File: config.mk
export PLATFORM = sky130hd
export DESIGN_NAME = multicycle_cpu
export DESIGN_NICKNAME = d
export VERILOG_FILES = /design/src/rtl/cpu_pkg.sv /design/src/rtl/cpu_alu.sv /design/src/rtl/multicycle_cpu.sv
export SDC_FILE = /design/constraint.sdc
export NUM_CORES = 1
export LEC_CHECK = 0
export CAP_MARGIN = 20
export CORE_UTILIZATION = 41
export DETAILED_ROUTE_END_ITERATION = 8
export GPL_TIMING_DRIVEN = 0
export PLACE_DENSITY = 0.67
export REMOVE_ABC_BUFFERS = 1
export SLEW_MARGIN = 10
export SYNTH_ARGS = -nofsm -noshare
export SYNTH_HDL_FRONTEND = slang
export SYNTH_SLANG_ARGS = --single-unit
File: constraint.sdc
create_clock -name clk -period 28.3 [get_ports clk]
set_input_delay 5.66 -clock clk [delete_from_list [all_inputs] [get_ports clk]]
set_output_delay 5.66 -clock clk [all_outputs]
set_load 0.005 [all_outputs]
File: src/rtl/cpu_pkg.sv
// Shared decode constants, FSM state type, flag/compare bit positions and the
// branch-condition evaluator for multicycle_cpu and cpu_alu.
package cpu_pkg;

  localparam logic [1:0] GRP_ALU = 2'd0;
  localparam logic [1:0] GRP_LD  = 2'd1;
  localparam logic [1:0] GRP_STR = 2'd2;
  localparam logic [1:0] GRP_EXT = 2'd3;

  localparam logic [1:0] EXT_RES  = 2'd0;
  localparam logic [1:0] EXT_COMP = 2'd1;
  localparam logic [1:0] EXT_JUMP = 2'd2;
  localparam logic [1:0] EXT_NOP  = 2'd3;

  localparam logic [3:0] ALU_ADD = 4'd0;
  localparam logic [3:0] ALU_SUB = 4'd1;
  localparam logic [3:0] ALU_AND = 4'd2;
  localparam logic [3:0] ALU_OR  = 4'd3;
  localparam logic [3:0] ALU_XOR = 4'd4;
  localparam logic [3:0] ALU_NOT = 4'd5;
  localparam logic [3:0] ALU_SHL = 4'd6;
  localparam logic [3:0] ALU_SHR = 4'd7;
  localparam logic [3:0] ALU_MOV = 4'd8;
  localparam logic [3:0] ALU_MUL = 4'd15;

  localparam logic [3:0] COND_ALWAYS = 4'd0;
  localparam logic [3:0] COND_EQ     = 4'd1;
  localparam logic [3:0] COND_NE     = 4'd2;
  localparam logic [3:0] COND_GT     = 4'd3;
  localparam logic [3:0] COND_LT     = 4'd4;
  localparam logic [3:0] COND_GE     = 4'd5;
  localparam logic [3:0] COND_LE     = 4'd6;
  localparam logic [3:0] COND_Z      = 4'd7;
  localparam logic [3:0] COND_NZ     = 4'd8;
  localparam logic [3:0] COND_C      = 4'd9;
  localparam logic [3:0] COND_NC     = 4'd10;
  localparam logic [3:0] COND_N      = 4'd11;
  localparam logic [3:0] COND_NN     = 4'd12;
  localparam logic [3:0] COND_V      = 4'd13;
  localparam logic [3:0] COND_NV     = 4'd14;
  localparam logic [3:0] COND_NEVER  = 4'd15;

  typedef enum logic [1:0] {FETCH = 2'd0, EXEC = 2'd1, MEM = 2'd2} cpuState_t;

  // flags = {V,C,N,Z}; compare latch = {GT,EQ,LT}
  localparam int FLAG_Z = 0;
  localparam int FLAG_N = 1;
  localparam int FLAG_C = 2;
  localparam int FLAG_V = 3;
  localparam int CMP_LT = 0;
  localparam int CMP_EQ = 1;
  localparam int CMP_GT = 2;

  function automatic logic condHolds(input logic [3:0] cond, input logic [2:0] cmp,
                                     input logic [3:0] fl);
    logic hit;
    case (cond)
      COND_ALWAYS: hit = 1'b1;
      COND_EQ:     hit = cmp[CMP_EQ];
      COND_NE:     hit = ~cmp[CMP_EQ];
      COND_GT:     hit = cmp[CMP_GT];
      COND_LT:     hit = cmp[CMP_LT];
      COND_GE:     hit = cmp[CMP_GT] | cmp[CMP_EQ];
      COND_LE:     hit = cmp[CMP_LT] | cmp[CMP_EQ];
      COND_Z:      hit = fl[FLAG_Z];
      COND_NZ:     hit = ~fl[FLAG_Z];
      COND_C:      hit = fl[FLAG_C];
      COND_NC:     hit = ~fl[FLAG_C];
      COND_N:      hit = fl[FLAG_N];
      COND_NN:     hit = ~fl[FLAG_N];
      COND_V:      hit = fl[FLAG_V];
      COND_NV:     hit = ~fl[FLAG_V];
      default:     hit = 1'b0;
    endcase
    return hit;
  endfunction

endpackage

File: src/rtl/cpu_alu.sv
// Combinational ALU with {V,C,N,Z} flag generation.
// Op 15 is an unsigned multiply when MULTICYCLE_CPU_MUL_EN is defined, else MOV x.
module cpu_alu import cpu_pkg::*; #(
  parameter int DATA_W = 16
) (
  input  logic [3:0]        op,
  input  logic [DATA_W-1:0] a,
  input  logic [DATA_W-1:0] b,
  output logic [DATA_W-1:0] result,
  output logic [3:0]        flagsOut
);

  localparam int MSB = DATA_W - 1;

  logic [DATA_W:0] sum;
  logic [DATA_W:0] diff;
  logic            c;
  logic            v;

`ifdef MULTICYCLE_CPU_MUL_EN
  logic [2*DATA_W-1:0] prod;
  assign prod = {{DATA_W{1'b0}}, a} * {{DATA_W{1'b0}}, b};
`endif

  assign sum  = {1'b0, a} + {1'b0, b};
  assign diff = {1'b0, a} - {1'b0, b};

  always_comb begin
    result = a;
    c      = 1'b0;
    v      = 1'b0;
    case (op)
      ALU_ADD: begin
        result = sum[MSB:0];
        c      = sum[DATA_W];
        v      = (a[MSB] == b[MSB]) && (sum[MSB] != a[MSB]);
      end
      ALU_SUB: begin
        // carry here means no borrow, i.e. a >= b unsigned
        result = diff[MSB:0];
        c      = ~diff[DATA_W];
        v      = (a[MSB] != b[MSB]) && (diff[MSB] != a[MSB]);
      end
      ALU_AND: result = a & b;
      ALU_OR:  result = a | b;
      ALU_XOR: result = a ^ b;
      ALU_NOT: result = ~a;
      ALU_SHL: begin
        result = {a[MSB-1:0], 1'b0};
        c      = a[MSB];
      end
      ALU_SHR: begin
        result = {1'b0, a[MSB:1]};
        c      = a[0];
      end
`ifdef MULTICYCLE_CPU_MUL_EN
      ALU_MUL: begin
        result = prod[MSB:0];
        c      = |prod[2*DATA_W-1:DATA_W];
      end
`endif
      default: result = a;
    endcase
    flagsOut         = '0;
    flagsOut[FLAG_Z] = (result == '0);
    flagsOut[FLAG_N] = result[MSB];
    flagsOut[FLAG_C] = c;
    flagsOut[FLAG_V] = v;
  end

endmodule

File: src/rtl/multicycle_cpu.sv
// Multicycle CPU: FETCH -> EXEC (-> MEM for loads/stores) with req/ack memory ports.
// Optional multiplier in the ALU is enabled by defining MULTICYCLE_CPU_MUL_EN.
module multicycle_cpu import cpu_pkg::*; #(
  parameter int DATA_W    = 16,
  parameter int ADDR_W    = 12,
  parameter int REG_COUNT = 16
) (
  input  logic              clk,
  input  logic              res,
  input  logic              enable,
  output logic [ADDR_W-1:0] instr_addr,
  output logic              instr_req,
  input  logic              instr_ack,
  input  logic [31:0]       instruction,
  output logic [ADDR_W-1:0] data_addr,
  output logic [DATA_W-1:0] data_wdata,
  input  logic [DATA_W-1:0] data_rdata,
  output logic              data_req,
  output logic              data_we,
  input  logic              data_ack,
  output logic [3:0]        flags,
  output cpuState_t         dbgState
);

  localparam int RW = (REG_COUNT > 1) ? $clog2(REG_COUNT) : 1;

  // Handshake rule: a request, once raised, holds with stable address/data until
  // the cycle in which ack is sampled high; ack while the request is low is ignored.
  cpuState_t         state, nextState;
  logic [31:0]       ir;
  logic [ADDR_W-1:0] pc, pcNext;
  logic [DATA_W-1:0] regs [REG_COUNT];
  logic [3:0]        flagReg;
  logic [2:0]        cmpReg;
  logic              fetchHeld;

  logic [1:0]        grp, extOp;
  logic [3:0]        aluOp, cond;
  logic              isImm, regWr, isMemOp;
  logic [RW-1:0]     zIdx, xIdx, yIdx;
  logic [DATA_W-1:0] rx, ry, rz, immVal, aluRes, regWd;
  logic [ADDR_W-1:0] immAddr, memAddr;
  logic [3:0]        aluFlags;
  logic              fetchDone, memDone, regWe, softReset;

  assign grp     = ir[1:0];
  assign extOp   = ir[3:2];
  assign aluOp   = ir[5:2];
  assign zIdx    = ir[6 +: RW];
  assign xIdx    = ir[10 +: RW];
  assign yIdx    = ir[14 +: RW];
  assign cond    = ir[29:26];
  assign regWr   = ir[30];
  assign isImm   = ir[31];
  assign immAddr = ir[10 +: ADDR_W];
  assign immVal  = DATA_W'(ir[25:10]);
  assign rx      = regs[xIdx];
  assign ry      = regs[yIdx];
  assign rz      = regs[zIdx];
  assign memAddr = isImm ? immAddr : ry[ADDR_W-1:0];
  assign isMemOp = (grp == GRP_LD) || (grp == GRP_STR);

  assign fetchDone = instr_req && instr_ack;
  assign memDone   = data_req && data_ack;

  assign instr_addr = pc;
  assign data_addr  = memAddr;
  assign data_wdata = rz;
  assign flags      = flagReg;
  assign dbgState   = state;

  cpu_alu #(.DATA_W(DATA_W)) uAlu (
    .op       (aluOp),
    .a        (rx),
    .b        (ry),
    .result   (aluRes),
    .flagsOut (aluFlags)
  );

  always_ff @(posedge clk or posedge res) begin
    if (res) state <= FETCH;
    else     state <= nextState;
  end

  always_comb begin
    nextState = state;
    case (state)
      FETCH:   if (fetchDone) nextState = EXEC;
      EXEC:    nextState = isMemOp ? MEM : FETCH;
      MEM:     if (memDone) nextState = FETCH;
      default: nextState = FETCH;
    endcase
  end

  // Requests are gated by res so they drop in the same cycle reset asserts.
  always_comb begin
    instr_req = 1'b0;
    data_req  = 1'b0;
    data_we   = 1'b0;
    if (!res) begin
      case (state)
        FETCH: instr_req = enable | fetchHeld;
        MEM: begin
          data_req = 1'b1;
          data_we  = (grp == GRP_STR);
        end
        default: ;
      endcase
    end
  end

  always_comb begin
    regWe     = 1'b0;
    regWd     = aluRes;
    softReset = 1'b0;
    pcNext    = pc;
    if (state == EXEC) begin
      if (grp == GRP_ALU) begin
        regWe = regWr;
        regWd = isImm ? immVal : aluRes;
      end
      if (grp == GRP_EXT) softReset = (extOp == EXT_RES);
      if (!isMemOp) begin
        if (grp == GRP_EXT && extOp == EXT_JUMP && condHolds(cond, cmpReg, flagReg))
          pcNext = memAddr;
        else
          pcNext = pc + ADDR_W'(1);
      end
    end else if (state == MEM && memDone) begin
      regWe  = regWr && (grp == GRP_LD);
      regWd  = data_rdata;
      pcNext = pc + ADDR_W'(1);
    end
  end

  always_ff @(posedge clk or posedge res) begin
    if (res) begin
      ir        <= '0;
      pc        <= '0;
      flagReg   <= '0;
      cmpReg    <= '0;
      fetchHeld <= 1'b0;
      for (int i = 0; i < REG_COUNT; i++) regs[i] <= '0;
    end else begin
      fetchHeld <= instr_req && !instr_ack;
      if (fetchDone) ir <= instruction;
      if (softReset) begin
        pc      <= '0;
        flagReg <= '0;
        cmpReg  <= '0;
        for (int i = 0; i < REG_COUNT; i++) regs[i] <= '0;
      end else begin
        pc <= pcNext;
        if (regWe) regs[zIdx] <= regWd;
        if (state == EXEC && grp == GRP_ALU && !isImm) flagReg <= aluFlags;
        if (state == EXEC && grp == GRP_EXT && extOp == EXT_COMP)
          cmpReg <= {rx > ry, rx == ry, rx < ry};
      end
    end
  end

endmodule

Word level (Yosys, flattened, before mapping)
Index checks and enable logic that the tools add are counted.
- bits in registers: 310
- bits of input ports: 53
- output and inout port bits: 49
- word-level logic and storage cells: 161
- $add $sub $neg: 3
- magnitude comparators: 6
- equality and inequality tests: 36
- muxes and demuxes: 49
- bitwise gates (word level): 16
- reduce and logical (&&, ||, !) cells: 29
- operators by type and width (cell ; count):
    2-to-1 mux 256 bit ; 2
    bitwise mux 256 bit ; 1
    binary-select mux 16 bit (select 4 bit) ; 3
    2-to-1 mux 16 bit ; 11
    case mux 16 bit (8 select lines) ; 1
    2-to-1 mux 12 bit ; 6
    demux 16 bit (select 4 bit) ; 1
    == test 4 x 3 -> 1 bit (second input constant) ; 8
    == test 4 bit (second input constant) ; 7
    adder 16 x 16 -> 17 bit ; 1
    subtractor 16 x 16 -> 17 bit ; 1
    AND 16 bit ; 1
    == test 16 bit ; 1
    == test 4 x 2 -> 1 bit (second input constant) ; 4
    > comparator 16 bit ; 1
    logical NOT 16 bit ; 1
    < comparator 16 bit ; 1
    inverter 16 bit ; 1
    OR 16 bit ; 1
    bitwise XOR 16 bit ; 1
    greater-or-equal comparator 5 bit (second input constant) ; 3
    inverter 4 -> 5 bit ; 3
    case mux 1 bit (15 select lines) ; 1
    logical AND 1 bit ; 14
    other kinds (25) ; 64

Longest topological paths before layout
Gate-level depths: netlist (run 1).
- word-level depth: 12
- gate-level depth with buffers: 22
- depth with buffers taken out: 17

Hierarchy
From an unflattened synthesis (run 1), not the netlist that was laid out.
- cells, all modules: 1753
- area, all modules: 21264.1 sq um
- by module, submodules not included (module ; times used ; cells an instance ; area each (sq um) ; seq. area each (sq um)):
    multicycle_cpu ; 1 ; 1306 ; 18228.7 ; 7757.4
    cpu_alu ; 1 ; 447 ; 3035.4 ; 0.0

Worst setup path before layout (run 1)
OpenSTA, ideal clock, no wires.
- path kind: input port to output port
- start: input port res
- end: output port instr_req
- arrival: 6046 ps
- required time: 22640 ps
- path slack: 16594 ps
- cell stages on the path: 3
- path buffers: 0
- path through: nor2_1 -> o21ai_0 -> nor2_1
- word-level cells in the longest chain between the ends: 1
- ends and longest elaborated chain (item ; line ; RTL):
    start: declaration ; multicycle_cpu.sv:9 ; input logic res,
    2-to-1 mux 1 bit ; multicycle_cpu.sv:100 ; if (!res) begin
    end: declaration ; multicycle_cpu.sv:12 ; output logic instr_req,
No other way between the ends.

Worst setup path in the final report (run 1)
Ends and elaborated chain as after synthesis.

==> results of run 1 <==
placed cells by master (no fill, tap or decap), types with 8 or more instances in the layout:
cell / n
a211oi_1: 9
a21o_1: 10
a21oi_1: 68
a21oi_2: 9
a22o_1: 134
a22oi_1: 12
and2_1: 8
and3_1: 16
buf_16: 11
buf_4: 12
clkbuf_16: 38
clkdlybuf4s50_1: 101
dfrtp_1: 299
ha_1: 53
inv_1: 50
mux2_2: 53
mux2i_1: 27
mux4_2: 219
nand2_1: 299
nand2b_1: 11
nand3_1: 26
nand4_1: 9
nor2_1: 80
nor2b_1: 17
nor3_1: 16
nor3b_1: 13
nor4_1: 8
o211ai_1: 12
o21ai_0: 159
o21ai_1: 75
o221ai_1: 9
o22ai_1: 9
o31ai_1: 8
xnor2_1: 14
cell usage after synthesis (6+ instances only):
cell      count  share of area, %
o31ai_1       8              0.28
xnor2_1      14              0.56
nand2_1     299               5.1
ha_1         53               3.0
a32oi_1       7              0.28
buf_1        17              0.29
a21o_1       10              0.34
o22ai_1       9              0.26
mux2i_1      28               1.3
nor4_1        9              0.26
buf_2        24              0.55
a21oi_1      82               1.9
mux4_2      219                23
o211ai_1     12              0.41
nor2_1       80               1.4
nor2b_1      18              0.52
and3_1       16              0.46
dfrtp_1     310                36
nand3_1      26              0.60
nand4_1       9              0.26
inv_1        51              0.88
a211oi_1      9              0.31
nor3_1       18              0.41
nor3b_1      13              0.45
a22oi_1      12              0.41
nand2b_1     11              0.32
and2_1        8              0.23
buf_6         6              0.31
clkbuf_1    113               1.9
o21ai_0     159               3.6
o21ai_1      75               1.7
a31oi_1       8              0.23
a22o_1      134               5.4
o221ai_1      9              0.36
mux2_2       53               2.7
worst paths after layout:
kind                              to  cells past startpoint
max                        instr_req                      5
min                        cmpReg[0]                      2
max reg2reg                regs[255]                     16
min reg2reg                cmpReg[0]                      2
max in group asynchronous  regs[209]                      4
min in group asynchronous   flags[0]                      2
per-layer routing:
layer / wire length (um) / global-route usage (%) / vias to the layer above
met3: 8810 / 7.13 / 256
met1: 30100 / 38.6 / 9536
met4: 4000 / 14.7 / 0
met5: 0 / 0 / -
li1: - / - / 7847
met2: 37000 / 46.0 / 1274
layout make-up:
| type | count | area share (%) |
|---|---|---|
| clock buffers | 50 | 4.10 |
| clock inverters | 17 | 1.25 |
| inverters | 55 | 0.847 |
| multi-input cells | 1504 | 52.8 |
| flip-flops and latches | 310 | 30.8 |
| well taps | 688 | 3.41 |
| repair buffers | 143 | 6.74 |
metrics by stage:
step | utilization, % | worst slack (ns) | instances
floorplan | - | 14.07 | 1869
global placement | 43.7 | 10.31 | 2658
detailed placement | 45.4 | 15.43 | 2694
CTS | 47.9 | 15.42 | 2761
global route | 48.1 | 15.34 | 2767
finish | 48.1 | 15.44 | 2767
registers in the layout, indices dropped and copies added (netlist names):
register / count
regs: 256
ir: 32
instr_addr: 12
flags: 4
cmpReg: 3
dbgState: 2
fetchHeld: 1
worst max-delay path, cell delays in order:
cell	delay (ns)
clkdlybuf4s50_1	0.52
nor2_1	0.23
o21ai_0	0.11
nor2_1	0.16
clkdlybuf4s50_1	0.52
cells by family after synthesis:
| kind of cell | count (synthesis) | synth area share [%] |
|---|---|---|
| DFF | 310 | 35.5 |
| muxes | 305 | 27.2 |
| and+or+nand+nor | 528 | 10.8 |
| AOI/OAI and AO/OA | 598 | 18.3 |
| xor gates and xnor gates | 18 | 0.722 |
| buffers and inverters | 221 | 4.30 |
| adders and majority gates | 55 | 3.22 |
power groups by stage:
| stage | logic [mW] | registers [mW] | clock network, mW |
|---|---|---|---|
| global placement | 1.26 | 0.892 | 0 |
| CTS | 1.48 | 0.760 | 0.539 |
| global route | 1.62 | 0.779 | 0.559 |
| finish | 1.53 | 0.762 | 0.538 |
| floorplan | 0.902 | 0.761 | 0 |
| detailed placement | 1.47 | 0.768 | 0 |
==> impl_results.md, run 1 <==
- Maximum vdd ir drop: around 0.07 mV
- DR vias: about 19000
- Input/output buffers: slightly above 100
- Mapped Area: 21800 um^2
- Max-Cap Viols: 0
- First-pass GRT wire length: approximately 120 mm
- Register area share after synthesis: between 30% and 40%
- Ant diodes: 0
- Setup crit start kind: input pin
- Placed inst area: 23800 um^2
- Worst skew pair latency: approximately 0.60 ns
- CTS tree: built
- CORE AREA: about 53000 um^2
- Final Max Tran Viols: 0
- Critical Path Fanout Max: 4
- All-layer global routing usage: 29.6%
- Fin Setup TNS: 0 ns
- Residual DRC: 0
- Switching share of total power: between 40% and 50%
- Async set or reset register ratio after synthesis: 100%
- Fill cells: about 4700
- RSZ-0062 raised after global routing: false
- Die H: roughly 230 um
- Total wire length: between 70 and 80 mm
- Syn Area/Cell: roughly 11 um^2
- Status: finished, final reports clean
- Fraction of layout cells with a size suffix above 1: 20.7%
- # nets final: 2159
- Worst R2R Setup Slack: between 20 and 25 ns
- Yosys warns: 0
- DR WL/cell: 28.9 um
- Vias in the first global route: roughly 18000
- GPL Wtd Cong: about 0.93
- Internal power: about 1.5 mW
- Pin count of the biggest net entering global routing: 120
- Req. time, crit path: 22.64 ns
- Post-route cell area: ~25000 um^2
- Die width: between 200 and 250 um
- Die area: 54200 um^2
- Post-CTS Resized: 0
- Gate Count Post-Synth: slightly above 2000
- Register Area: 7790 um^2
- Combinational power share: 54.0%
- # Post-CTS Setup Buffers: 0
- Num rows: 84
- Final Hold Viols: 0
- Yosys cell types: a little under 80
- Pwr dens: 112 nW/um^2
- Initial antenna violation count: 0
- CP Capture Type: output pin
- Via density: a little under 7
- Post-DP HPWL: ~54 mm
- Clock Pin Slew Worst Setup and Hold Paths: ~0.06 ns
- Slew headroom: roughly 15%
- DRT antenna net count: 0
- Top FF cell, synth: dfrtp_1
- Worst Setup SP: res
- Num ports: 102
- Area growth from synthesis to layout: 15.7%
- Flops & latches, synth: a little over 300
- Maximum operating frequency: between 0.07 and 0.08 GHz
- Fin Hold WS: between 0.5 and 0.6 ns
- Sw power: 1.32 mW
- Clock power frac: 19.0%
- Tmin final: 12.86 ns
- Worst min path class: reg -> reg
- CTS buffer count: 37
- CTS root buf: clkbuf_16
- Setup violators final: 0
- Worst R2R Start: ir[11]
- Worst Skew: 0.0369 ns
- Initial core utilization: roughly two fifths
- DRT Pass-1 Iters: 6
- Final Power: 2.83 mW
- Clock sink count: 310
- WP data arrival: 7.20 ns
- Pleak: 10.2 nW
- Hold_buf cts: 0
- Area of the multi-input gates: roughly 13000 um^2
- Initial DRC count: about 2300
- Min-delay src: cmpReg[0]
- Tightest Pin Transition: between 1 and 1.5 ns
- H-tree depth: 2
- Seq pwr share: 26.9%
- CTS max path bufs: 3
- GR Overflow Total: 0
- Critical path class: in -> out
- Final Cycle Share: a little under half
- Post-synth EDFFs: 0
No activity file was read; power rests on OpenSTA's default activity.
==> inputs of run 2 (changes only) <==
clock period = 13.2 ns   (was 28.3 ns; I/O delays follow)
==> results of run 2 <==
Same layout as run 1 (identical final DEF). Status: finished, final reports clean.
Among the figures that moved: setup slack after placement 15.43 ns -> 5.60 ns; setup slack after layout 15.44 ns -> 6.38 ns; register-to-register setup slack 21.59 ns -> 6.49 ns; total power 2.83 mW -> 6.06 mW; worst IR drop on VDD 0.0697 mV -> 0.150 mV
